`config.mk`:
```
export PLATFORM = sky130hd
export DESIGN_NAME = alu_wb_stage_flat
export DESIGN_NICKNAME = d
export VERILOG_FILES = /design/src/rtl/alu_wb_stage_if.sv /design/src/rtl/alu_wb_stage.sv /design/src/flat_wrapper.sv
export SDC_FILE = /design/constraint.sdc
export NUM_CORES = 1
export LEC_CHECK = 0
export ABC_AREA = 1
export BUFFER_PORTS_ARGS = -buffer_cell sky130_fd_sc_hd__buf_2
export CAP_MARGIN = 20
export CORE_ASPECT_RATIO = 2
export CORE_UTILIZATION = 25
export CTS_BUF_LIST = sky130_fd_sc_hd__clkbuf_8
export CTS_CLUSTER_DIAMETER = 60
export DETAILED_ROUTE_END_ITERATION = 6
export RECOVER_POWER = 25
export REMOVE_ABC_BUFFERS = 1
export SLEW_MARGIN = 20
export SYNTH_ARGS = -nofsm -noshare
export SYNTH_HDL_FRONTEND = slang
export SYNTH_SLANG_ARGS = --single-unit
```
`constraint.sdc`:
```
create_clock -name clk -period 1.6 [get_ports clk]
set_clock_uncertainty 0.2 [all_clocks]
set_input_delay 0.08 -clock clk [delete_from_list [all_inputs] [get_ports clk]]
set_output_delay 0.08 -clock clk [all_outputs]
set_load 0.1 [all_outputs]
```
`src/rtl/alu_wb_stage_if.sv`:
```
// Execute/writeback bus bundle for alu_wb_stage.
// The slave modport is the stage's own view. The master modport is the
// surrounding pipeline's view: the ALU drives the ex side, and the
// register-file writer consumes the wb side.
interface alu_wb_stage_if #(
    parameter int DATA_W = 16,
    parameter int RD_W   = 3
);
    logic              ex_valid;
    logic              ex_ready;
    logic [DATA_W-1:0] ex_res;
    logic [3:0]        ex_szcv;
    logic [RD_W-1:0]   ex_rd;
    logic              ex_we;
    logic              ex_flag_we;

    logic              wb_valid;
    logic              wb_ready;
    logic [DATA_W-1:0] wb_res;
    logic [RD_W-1:0]   wb_rd;
    logic              wb_we;

    modport slave (
        input  ex_valid, ex_res, ex_szcv, ex_rd, ex_we, ex_flag_we, wb_ready,
        output ex_ready, wb_valid, wb_res, wb_rd, wb_we
    );

    modport master (
        output ex_valid, ex_res, ex_szcv, ex_rd, ex_we, ex_flag_we, wb_ready,
        input  ex_ready, wb_valid, wb_res, wb_rd, wb_we
    );
endinterface

```
`src/rtl/alu_wb_stage.sv`:
```
// Execute-to-writeback stage. It holds one ALU result for the register-file
// write port and owns the architectural S/Z/C/V flag register. It also
// resolves branch conditions, forwarding flags that are written in the same
// cycle, and counts retired entries.
module alu_wb_stage #(
    parameter int DATA_W = 16,
    parameter int RD_W   = 3,
    parameter int CNT_W  = 16
) (
    input  logic             clk,
    input  logic             rst_n,
    alu_wb_stage_if.slave    bus,
    input  logic             flush_i,
    input  logic             br_req_i,
    input  logic [2:0]       br_cond_i,
    output logic [3:0]       flags_o,
    output logic             br_valid_o,
    output logic             br_taken_o,
    output logic [CNT_W-1:0] retire_cnt_o
);

    // Branch condition codes.
    localparam logic [2:0] COND_BE  = 3'b000;
    localparam logic [2:0] COND_BLT = 3'b001;
    localparam logic [2:0] COND_BLE = 3'b010;
    localparam logic [2:0] COND_BNE = 3'b011;
    localparam logic [2:0] COND_B   = 3'b100;

    logic              wb_valid_q,   wb_valid_d;
    logic [DATA_W-1:0] wb_res_q,     wb_res_d;
    logic [RD_W-1:0]   wb_rd_q,      wb_rd_d;
    logic              wb_we_q,      wb_we_d;
    logic [3:0]        flags_q,      flags_d;
    logic              br_valid_q,   br_valid_d;
    logic              br_taken_q,   br_taken_d;
    logic [CNT_W-1:0]  retire_cnt_q, retire_cnt_d;

    logic              ex_ready_s;
    logic              acc_s;
    logic              retire_s;
    logic [3:0]        eff_flags_s;

    // Evaluate a condition code against a {S,Z,C,V} flag vector.
    function automatic logic cond_eval(input logic [2:0] cond, input logic [3:0] f);
        logic s_v;
        logic z_v;
        logic v_v;
        logic res_v;
        s_v = f[3];
        z_v = f[2];
        v_v = f[0];
        case (cond)
            COND_BE:  res_v = z_v;
            COND_BLT: res_v = s_v ^ v_v;
            COND_BLE: res_v = z_v | (s_v ^ v_v);
            COND_BNE: res_v = ~z_v;
            COND_B:   res_v = 1'b1;
            default:  res_v = 1'b0;
        endcase
        return res_v;
    endfunction

    assign ex_ready_s = ~wb_valid_q | bus.wb_ready;
    assign acc_s      = bus.ex_valid & ex_ready_s & ~flush_i;
    // A retire is suppressed by flush. The held entry is discarded instead.
    assign retire_s   = wb_valid_q & bus.wb_ready & ~flush_i;
    // Same-cycle bypass: a branch evaluated alongside a flag-writing accept
    // sees the new flags.
    assign eff_flags_s = (acc_s & bus.ex_flag_we) ? bus.ex_szcv : flags_q;

    // Next-state logic for the pipeline register, flags, branch and counter.
    always_comb begin
        wb_valid_d   = wb_valid_q;
        wb_res_d     = wb_res_q;
        wb_rd_d      = wb_rd_q;
        wb_we_d      = wb_we_q;
        flags_d      = flags_q;
        retire_cnt_d = retire_cnt_q;

        if (flush_i) begin
            wb_valid_d = 1'b0;
        end else if (acc_s) begin
            wb_valid_d = 1'b1;
            wb_res_d   = bus.ex_res;
            wb_rd_d    = bus.ex_rd;
            wb_we_d    = bus.ex_we;
        end else if (wb_valid_q & bus.wb_ready) begin
            wb_valid_d = 1'b0;
        end else begin
            wb_valid_d = wb_valid_q;
        end

        if (acc_s & bus.ex_flag_we) begin
            flags_d = bus.ex_szcv;
        end else begin
            flags_d = flags_q;
        end

        if (retire_s) begin
            retire_cnt_d = retire_cnt_q + {{(CNT_W-1){1'b0}}, 1'b1};
        end else begin
            retire_cnt_d = retire_cnt_q;
        end

        br_valid_d = br_req_i;
        br_taken_d = br_req_i & cond_eval(br_cond_i, eff_flags_s);
    end

    // State registers with synchronous active-low reset.
    always_ff @(posedge clk) begin
        if (!rst_n) begin
            wb_valid_q   <= 1'b0;
            wb_res_q     <= {DATA_W{1'b0}};
            wb_rd_q      <= {RD_W{1'b0}};
            wb_we_q      <= 1'b0;
            flags_q      <= 4'b0000;
            br_valid_q   <= 1'b0;
            br_taken_q   <= 1'b0;
            retire_cnt_q <= {CNT_W{1'b0}};
        end else begin
            wb_valid_q   <= wb_valid_d;
            wb_res_q     <= wb_res_d;
            wb_rd_q      <= wb_rd_d;
            wb_we_q      <= wb_we_d;
            flags_q      <= flags_d;
            br_valid_q   <= br_valid_d;
            br_taken_q   <= br_taken_d;
            retire_cnt_q <= retire_cnt_d;
        end
    end

    assign bus.ex_ready = ex_ready_s;
    assign bus.wb_valid = wb_valid_q;
    assign bus.wb_res   = wb_res_q;
    assign bus.wb_rd    = wb_rd_q;
    assign bus.wb_we    = wb_we_q;
    assign flags_o      = flags_q;
    assign br_valid_o   = br_valid_q;
    assign br_taken_o   = br_taken_q;
    assign retire_cnt_o = retire_cnt_q;

endmodule

```
`src/flat_wrapper.sv`:
```
// flat-port wrapper written by rule: the top's interface ports become plain ports
module alu_wb_stage_flat 
#(
    parameter int DATA_W = 16,
    parameter int RD_W   = 3,
    parameter int CNT_W  = 16
)
  (clk, rst_n, flush_i, br_req_i, br_cond_i, flags_o, br_valid_o, br_taken_o, retire_cnt_o, bus_ex_valid, bus_ex_res, bus_ex_szcv, bus_ex_rd, bus_ex_we, bus_ex_flag_we, bus_wb_ready, bus_ex_ready, bus_wb_valid, bus_wb_res, bus_wb_rd, bus_wb_we);
  alu_wb_stage_if #(.DATA_W(DATA_W), .RD_W(RD_W)) bus_i ();
  input  logic clk;
  input  logic rst_n;
  input  logic flush_i;
  input  logic br_req_i;
  input  logic [2:0] br_cond_i;
  output logic [3:0] flags_o;
  output logic br_valid_o;
  output logic br_taken_o;
  output logic [CNT_W-1:0] retire_cnt_o;
  input wire logic [$bits(bus_i.ex_valid)-1:0] bus_ex_valid;
  input wire logic [$bits(bus_i.ex_res)-1:0] bus_ex_res;
  input wire logic [$bits(bus_i.ex_szcv)-1:0] bus_ex_szcv;
  input wire logic [$bits(bus_i.ex_rd)-1:0] bus_ex_rd;
  input wire logic [$bits(bus_i.ex_we)-1:0] bus_ex_we;
  input wire logic [$bits(bus_i.ex_flag_we)-1:0] bus_ex_flag_we;
  input wire logic [$bits(bus_i.wb_ready)-1:0] bus_wb_ready;
  output wire logic [$bits(bus_i.ex_ready)-1:0] bus_ex_ready;
  output wire logic [$bits(bus_i.wb_valid)-1:0] bus_wb_valid;
  output wire logic [$bits(bus_i.wb_res)-1:0] bus_wb_res;
  output wire logic [$bits(bus_i.wb_rd)-1:0] bus_wb_rd;
  output wire logic [$bits(bus_i.wb_we)-1:0] bus_wb_we;
  assign bus_i.ex_valid = bus_ex_valid;
  assign bus_i.ex_res = bus_ex_res;
  assign bus_i.ex_szcv = bus_ex_szcv;
  assign bus_i.ex_rd = bus_ex_rd;
  assign bus_i.ex_we = bus_ex_we;
  assign bus_i.ex_flag_we = bus_ex_flag_we;
  assign bus_i.wb_ready = bus_wb_ready;
  assign bus_ex_ready = bus_i.ex_ready;
  assign bus_wb_valid = bus_i.wb_valid;
  assign bus_wb_res = bus_i.wb_res;
  assign bus_wb_rd = bus_i.wb_rd;
  assign bus_wb_we = bus_i.wb_we;
  alu_wb_stage #(.DATA_W(DATA_W), .RD_W(RD_W), .CNT_W(CNT_W)) u_core (.clk(clk), .rst_n(rst_n), .bus(bus_i), .flush_i(flush_i), .br_req_i(br_req_i), .br_cond_i(br_cond_i), .flags_o(flags_o), .br_valid_o(br_valid_o), .br_taken_o(br_taken_o), .retire_cnt_o(retire_cnt_o));
endmodule
```
==> metrics, run 1 <==
status=finished with violations; failing checks=negative hold slack; first-pass GRT wire length=8.63 mm; 1st-pass router iterations=5; crit path max fanout=4; Max Clock Freq=648 MHz; FP Rows=44; Tightest Pin Transition=0.537 ns; initial antenna violation count=0; Initial Utilization=25.8%; CP Class=register to output pin; clock sink count=43; Yosys cell types=28; vias=2060; Yosys warning total=0; Max Buffers Root-to-Sink=2; startpoint types=register; fin. max-slew vios=0; # setup viols final=0; hold_ws=-0.0647 ns; GRT Total Usage=13.9%; ant diodes=0; sequential share of the synthesized area=45.8%; largest net degree at the start of global routing=21; post-layout util=40.4%; area of the mapped netlist=1880 µm²; FF+latch count, synth=43; cts bufs inserted=5; DRT iter0 DRCs=45; Layout Nets=411; Hold Path Class=input pin to register; Worst EP required=1.32 ns; Ports=78; Cells after DPL=422; GP Congestion=0.757; WL/cell=11.2 µm; WL final=5.24 mm; share of layout cells above drive strength 1=32.4%; antenna viol nets, final=0; die width=63.3 µm; Overflow after GRT=0; Clk Latency, worst-skew pair=0.29 ns; ys async rst share=0%; routed vias/inst=4.40; CTS clk-pin slew, worst paths=0.08 ns; final worst-path cycle share=96.4%; commonest non-fill, non-tap cells in the layout=buf_2, nor2_1, dfxtp_1, nand2_1, dlygate4sd3_1; H-tree level count=2; commonest non-fill, non-tap cell in the layout=buf_2; min Tclk post-route=1.54 ns; Syn Area/Cell=7.45 µm²; die height=125 µm; Placeable Area=7270 µm²; Main synth FF type=dfxtp_1; RSZ-0062 raised after global routing=yes; number of flops mapped to enable cells by yosys=0; vias in the first global route=1994; static leakage=1.43 nW; DRC=0; peak supply drop=0.630 mV; worst endpoint data arrival time=1.26 ns; cells after synthesis=252; Power Dens Cells=881 nW/µm²; Max-slew headroom=64.3%; # port buffers=77; Area Growth Syn to Fin=56.4%; CTS tree=done; full die area=7880 µm²; HPWL after DPL=3.70 mm; root buf cell=clkbuf_8; max-cap viol count=0; CP endpoint kind=output pin; final std cells w/o fill=468; final hold vios=1
worst paths after layout:
kind	startpoint	endpoint	slack, ns	depth (start not counted)
min	br_cond_i[1]	u_core.br_taken_o$_SDFF_PN0_	-0.06	4
max reg2reg	u_core.retire_cnt_o[2]$_SDFFE_PN0P_	u_core.retire_cnt_o[5]$_SDFFE_PN0P_	0.09	7
min reg2reg	u_core.retire_cnt_o[0]$_SDFFE_PN0P_	u_core.retire_cnt_o[0]$_SDFFE_PN0P_	0.27	1
max	u_core.retire_cnt_o[2]$_SDFFE_PN0P_	retire_cnt_o[2]	0.06	2
flip-flops by register name, indices dropped and copies added (netlist names):
name,cells
u_core.bus.wb_valid,1
u_core.bus.wb_res,16
u_core.bus.wb_rd,3
u_core.br_taken_o,1
u_core.flags_o,4
u_core.bus.wb_we,1
u_core.retire_cnt_o,16
u_core.br_valid_o,1
layout make-up:
class	count	area [µm²]
Tap cell	92	115
Sequential cell	43	868
Fill cell	768	4330
Clock inverter	2	33.8
Clock buffer	5	68.8
Timing Repair Buffer	124	845
Multi-Input combinational cell	175	906
Inverter	27	101
worst max-delay path, cell delays in order (launching register included):
cell     delay (ns)
dfxtp_1        0.39
buf_4          0.15
buf_2          0.42
Yosys cell counts, drive strengths merged (2+ instances only):
library cell | number | share of area (%)
o21ai | 30 | 8.0
nand2 | 38 | 8.1
nand3 | 11 | 4.8
buf | 4 | 1.3
a21oi | 11 | 2.9
clkbuf | 3 | 0.60
nand4 | 6 | 2.3
and3 | 2 | 0.67
dfxtp | 43 | 46
nor3 | 5 | 1.6
inv | 26 | 5.2
nor2 | 66 | 15
power breakdown:
| group | internal [mW] | total (mW) | leakage, nW | switching (mW) |
|---|---|---|---|---|
| combinational | 0.171 | 0.637 | 1.02 | 0.466 |
| sequential | 1.11 | 1.14 | 0.353 | 0.0232 |
| clock | 0.451 | 0.815 | 0.0554 | 0.363 |
per-stage QoR:
stage	hold slack [ns]	power (mW)	worst slack [ns]	setup TNS (ns)	instance area (µm²)
after detailed placement	0.0951	1.73	0.0203	0	2420
after global placement	0.0973	1.72	0.0535	0	2420
final	-0.0647	2.59	0.0578	0	2940
after CTS	0.00921	2.61	0.00738	0	2850
after global routing	0.0334	2.71	-0.0170	-0.0178	2940
after floorplan	-0.0415	1.59	-1.44	-42.56	1840
cell families after synthesis:
| logic type | Yosys count | share of synthesized area [%] |
|---|---|---|
| simple gates | 130 | 34.2 |
| compound gates | 44 | 12.1 |
| flops | 43 | 45.8 |
| buf+inv | 34 | 7.26 |
| fa+ha+maj | 1 | 0.666 |
layer usage:
layer / wire length [µm] / global-route usage, %
met1: 1890 / 12.7
met4: 165 / 8.16
met5: 0 / 0
met2: 2940 / 27.3
met3: 242 / 2.29
what timing repair did:
action                     in CTS  in global routing
hold buffers                   33                  0
setup buffers                   0                  7
setup endpoints to repair       0                 30
resized for setup               0                 19
hold endpoints to repair       28                  0
Power figures use the tool's default switching activity.
==> run 2: changes to the inputs <==
--- a/config.mk
+++ b/config.mk
@@ -9,10 +9,11 @@
 export BUFFER_PORTS_ARGS = -buffer_cell sky130_fd_sc_hd__buf_2
 export CAP_MARGIN = 20
 export CORE_ASPECT_RATIO = 2
-export CORE_UTILIZATION = 25
+export CORE_UTILIZATION = 44
 export CTS_BUF_LIST = sky130_fd_sc_hd__clkbuf_8
 export CTS_CLUSTER_DIAMETER = 60
 export DETAILED_ROUTE_END_ITERATION = 6
+export PLACE_DENSITY = 0.77
 export RECOVER_POWER = 25
 export REMOVE_ABC_BUFFERS = 1
 export SLEW_MARGIN = 20
==> run 2 against run 1 <==
Against the previous run: the flow still finishes with violations (negative hold slack); non-clock buffer count decreased by 6; cell area shrank 3.7%; maximum frequency grew 3.9%; first-iteration DRC count decreased by 38%; wire length is 2.4% lower; total power down 5.4%; critical path type is now register to register; largest power group unchanged; highest routed layer unchanged.
==> metrics, run 2 (synthesis gave the netlist of run 1 again) <==
Levels on crit path=8; Setup WS pre-CTS=0.0700 ns; crit path max fanout=4; vias in the first global route=1944; min Tclk post-route=1.48 ns; Max-slew headroom=62.7%; peak supply drop=0.744 mV; first-pass GRT wire length=7.91 mm; CTS tree=done; WL final=5.11 mm; Placeable Area=4090 µm²; Tightest Pin Transition=0.562 ns; hold_ws=-0.0266 ns; Hold Path Class=input pin to register; Overflow after GRT=0; Largest stage delay, worst path=0.33 ns; share of layout cells above drive strength 1=32.4%; commonest non-fill, non-tap cell in the layout=buf_2; ant diodes=0; Power Dens Cells=866 nW/µm²; final hold vios=2; largest net degree at the start of global routing=33; final setup TNS=0 ns; GP Congestion=0.783; antenna viol nets, final=0; GRT Total Usage=24.1%; source of the critical timing path=u_core.retire_cnt_o[5]$_SDFFE_PN0P_; CP Class=register to register; HPWL after DPL=3.28 mm; DRT iter0 DRCs=28; R2R cell count=8; full die area=4550 µm²; placed instance area=2380 µm²; reg2reg end=u_core.retire_cnt_o[9]$_SDFFE_PN0P_; fin. max-slew vios=0; Initial Utilization=45.9%; startpoint types=register; Overall Power=2.45 mW; status=finished with violations; Worst EP required=1.58 ns; Layout Nets=408; die height=94.4 µm; FILL cells=366; post-route standard cell area excluding fillers=2830 µm²; CP Buf/Inv Count=2; Clk Latency, worst-skew pair=0.29 ns; Ports=78; CP max stage cell=dfxtp_1; Setup Buffers After CTS=0; commonest non-fill, non-tap cells in the layout=buf_2, nor2_1, dfxtp_1, nand2_1, dlygate4sd3_1; CP endpoint kind=register; static leakage=1.36 nW; Area Growth Syn to Fin=50.6%; # port buffers=77; 1st-pass router iterations=4; worst endpoint data arrival time=1.46 ns; final worst-path cycle share=92.7%; Max Clock Freq=674 MHz; cts bufs inserted=5; R2R Setup Slk=0.12 ns; vias=2081; final setup margin=0.116 ns; root buf cell=clkbuf_8; WL/cell=12.0 µm; Top delay family on crit path=simple AND/OR/NAND/NOR gates; worst path cell trace=buf_4, nand2_1, nor2_2, nand2_2, nor2_4, inv_1, o21ai_0, a21oi_1; RSZ-0062 raised after global routing=no; routed vias/inst=4.90; Max Buffers Root-to-Sink=2; max-cap viol count=0; initial antenna violation count=0; CTS clk-pin slew, worst paths=0.07 ns; # setup viols final=0; DRC=0; RR Startpoint=u_core.retire_cnt_o[5]$_SDFFE_PN0P_; H-tree level count=2; failing checks=negative hold slack; clock sink count=43; critical path endpoint=u_core.retire_cnt_o[9]$_SDFFE_PN0P_; FP Rows=33; die width=48.2 µm
run 2: changes by cell type in the layout (fill, tap and decap cells not counted), sizes merged:
cell      previous run  this run
inv                 27        25
clkinv               1         2
clkbuf               8        19
buf                 89        73
clkinvlp             0         4
bufinv               1         0
run 2: worst min path at each step:
stage,start,endpoint,slack (ns),depth (start not counted)
global route,bus_wb_ready,u_core.retire_cnt_o[1]$_SDFFE_PN0P_,0.02,4
CTS,flush_i,u_core.retire_cnt_o[2]$_SDFFE_PN0P_,0.08,5
finish,rst_n,u_core.br_valid_o$_SDFF_PN0_,-0.03,3
floorplan,flush_i,u_core.bus.wb_valid$_SDFFE_PP0P_,-0.04,1
detailed placement,br_req_i,u_core.br_valid_o$_SDFF_PN0_,0.09,3
global placement,br_req_i,u_core.br_valid_o$_SDFF_PN0_,0.09,3
run 2: layout make-up:
| cell class | count | area, µm² | share of cell area, % |
|---|---|---|---|
| clock inverters | 1 | 5.00 | 0.177 |
| flip-flops and latches | 43 | 867 | 30.7 |
| clock buffers | 6 | 82.6 | 2.92 |
| well taps | 52 | 65.1 | 2.30 |
| repair buffers | 118 | 793 | 28.0 |
| multi-input cells | 175 | 888 | 31.4 |
| repair inverters | 3 | 22.5 | 0.796 |
| inverters | 27 | 105 | 3.72 |
run 2: repair_timing:
item                                    4_1_cts  5_1_grt
hold buffers                                 34        0
resized for setup                             0       13
endpoints found under the hold margin        30        0
endpoints found under the setup margin        0       22
run 2: metal layers:
| metal | GRT usage (%) | part of all wire (%) | up-vias |
|---|---|---|---|
| li1 | - | - | 1053 |
| met1 | 22.9 | 34 | 929 |
| met2 | 41.9 | 55 | 72 |
| met3 | 3.82 | 3.8 | 27 |
| met4 | 17.6 | 6.5 | 0 |
| met5 | 0 | 0 | - |
run 2: per-stage QoR:
stage / utilization (%) / cells
after global placement: 58.3 / 384
final: 69.2 / 425
after detailed placement: 58.3 / 384
after CTS: 68.8 / 425
after floorplan: - / 245
after global routing: 69.2 / 425
run 2: power by group:
part | internal (mW) | total (mW) | switching [mW] | leakage, nW
Combinational | 0.162 | 0.633 | 0.470 | 0.957
Clock | 0.338 | 0.679 | 0.340 | 0.0470
Sequential | 1.11 | 1.14 | 0.0234 | 0.354
run 2: worst reg2reg max path, delay by kind of cell, from the launching register on:
family / cells / cell delay [ns]
AO/OA/AOI/OAI: 2 / 0.20
AND/OR/NAND/NOR: 4 / 0.47
flip-flops: 1 / 0.33
buffers and inverters: 2 / 0.18
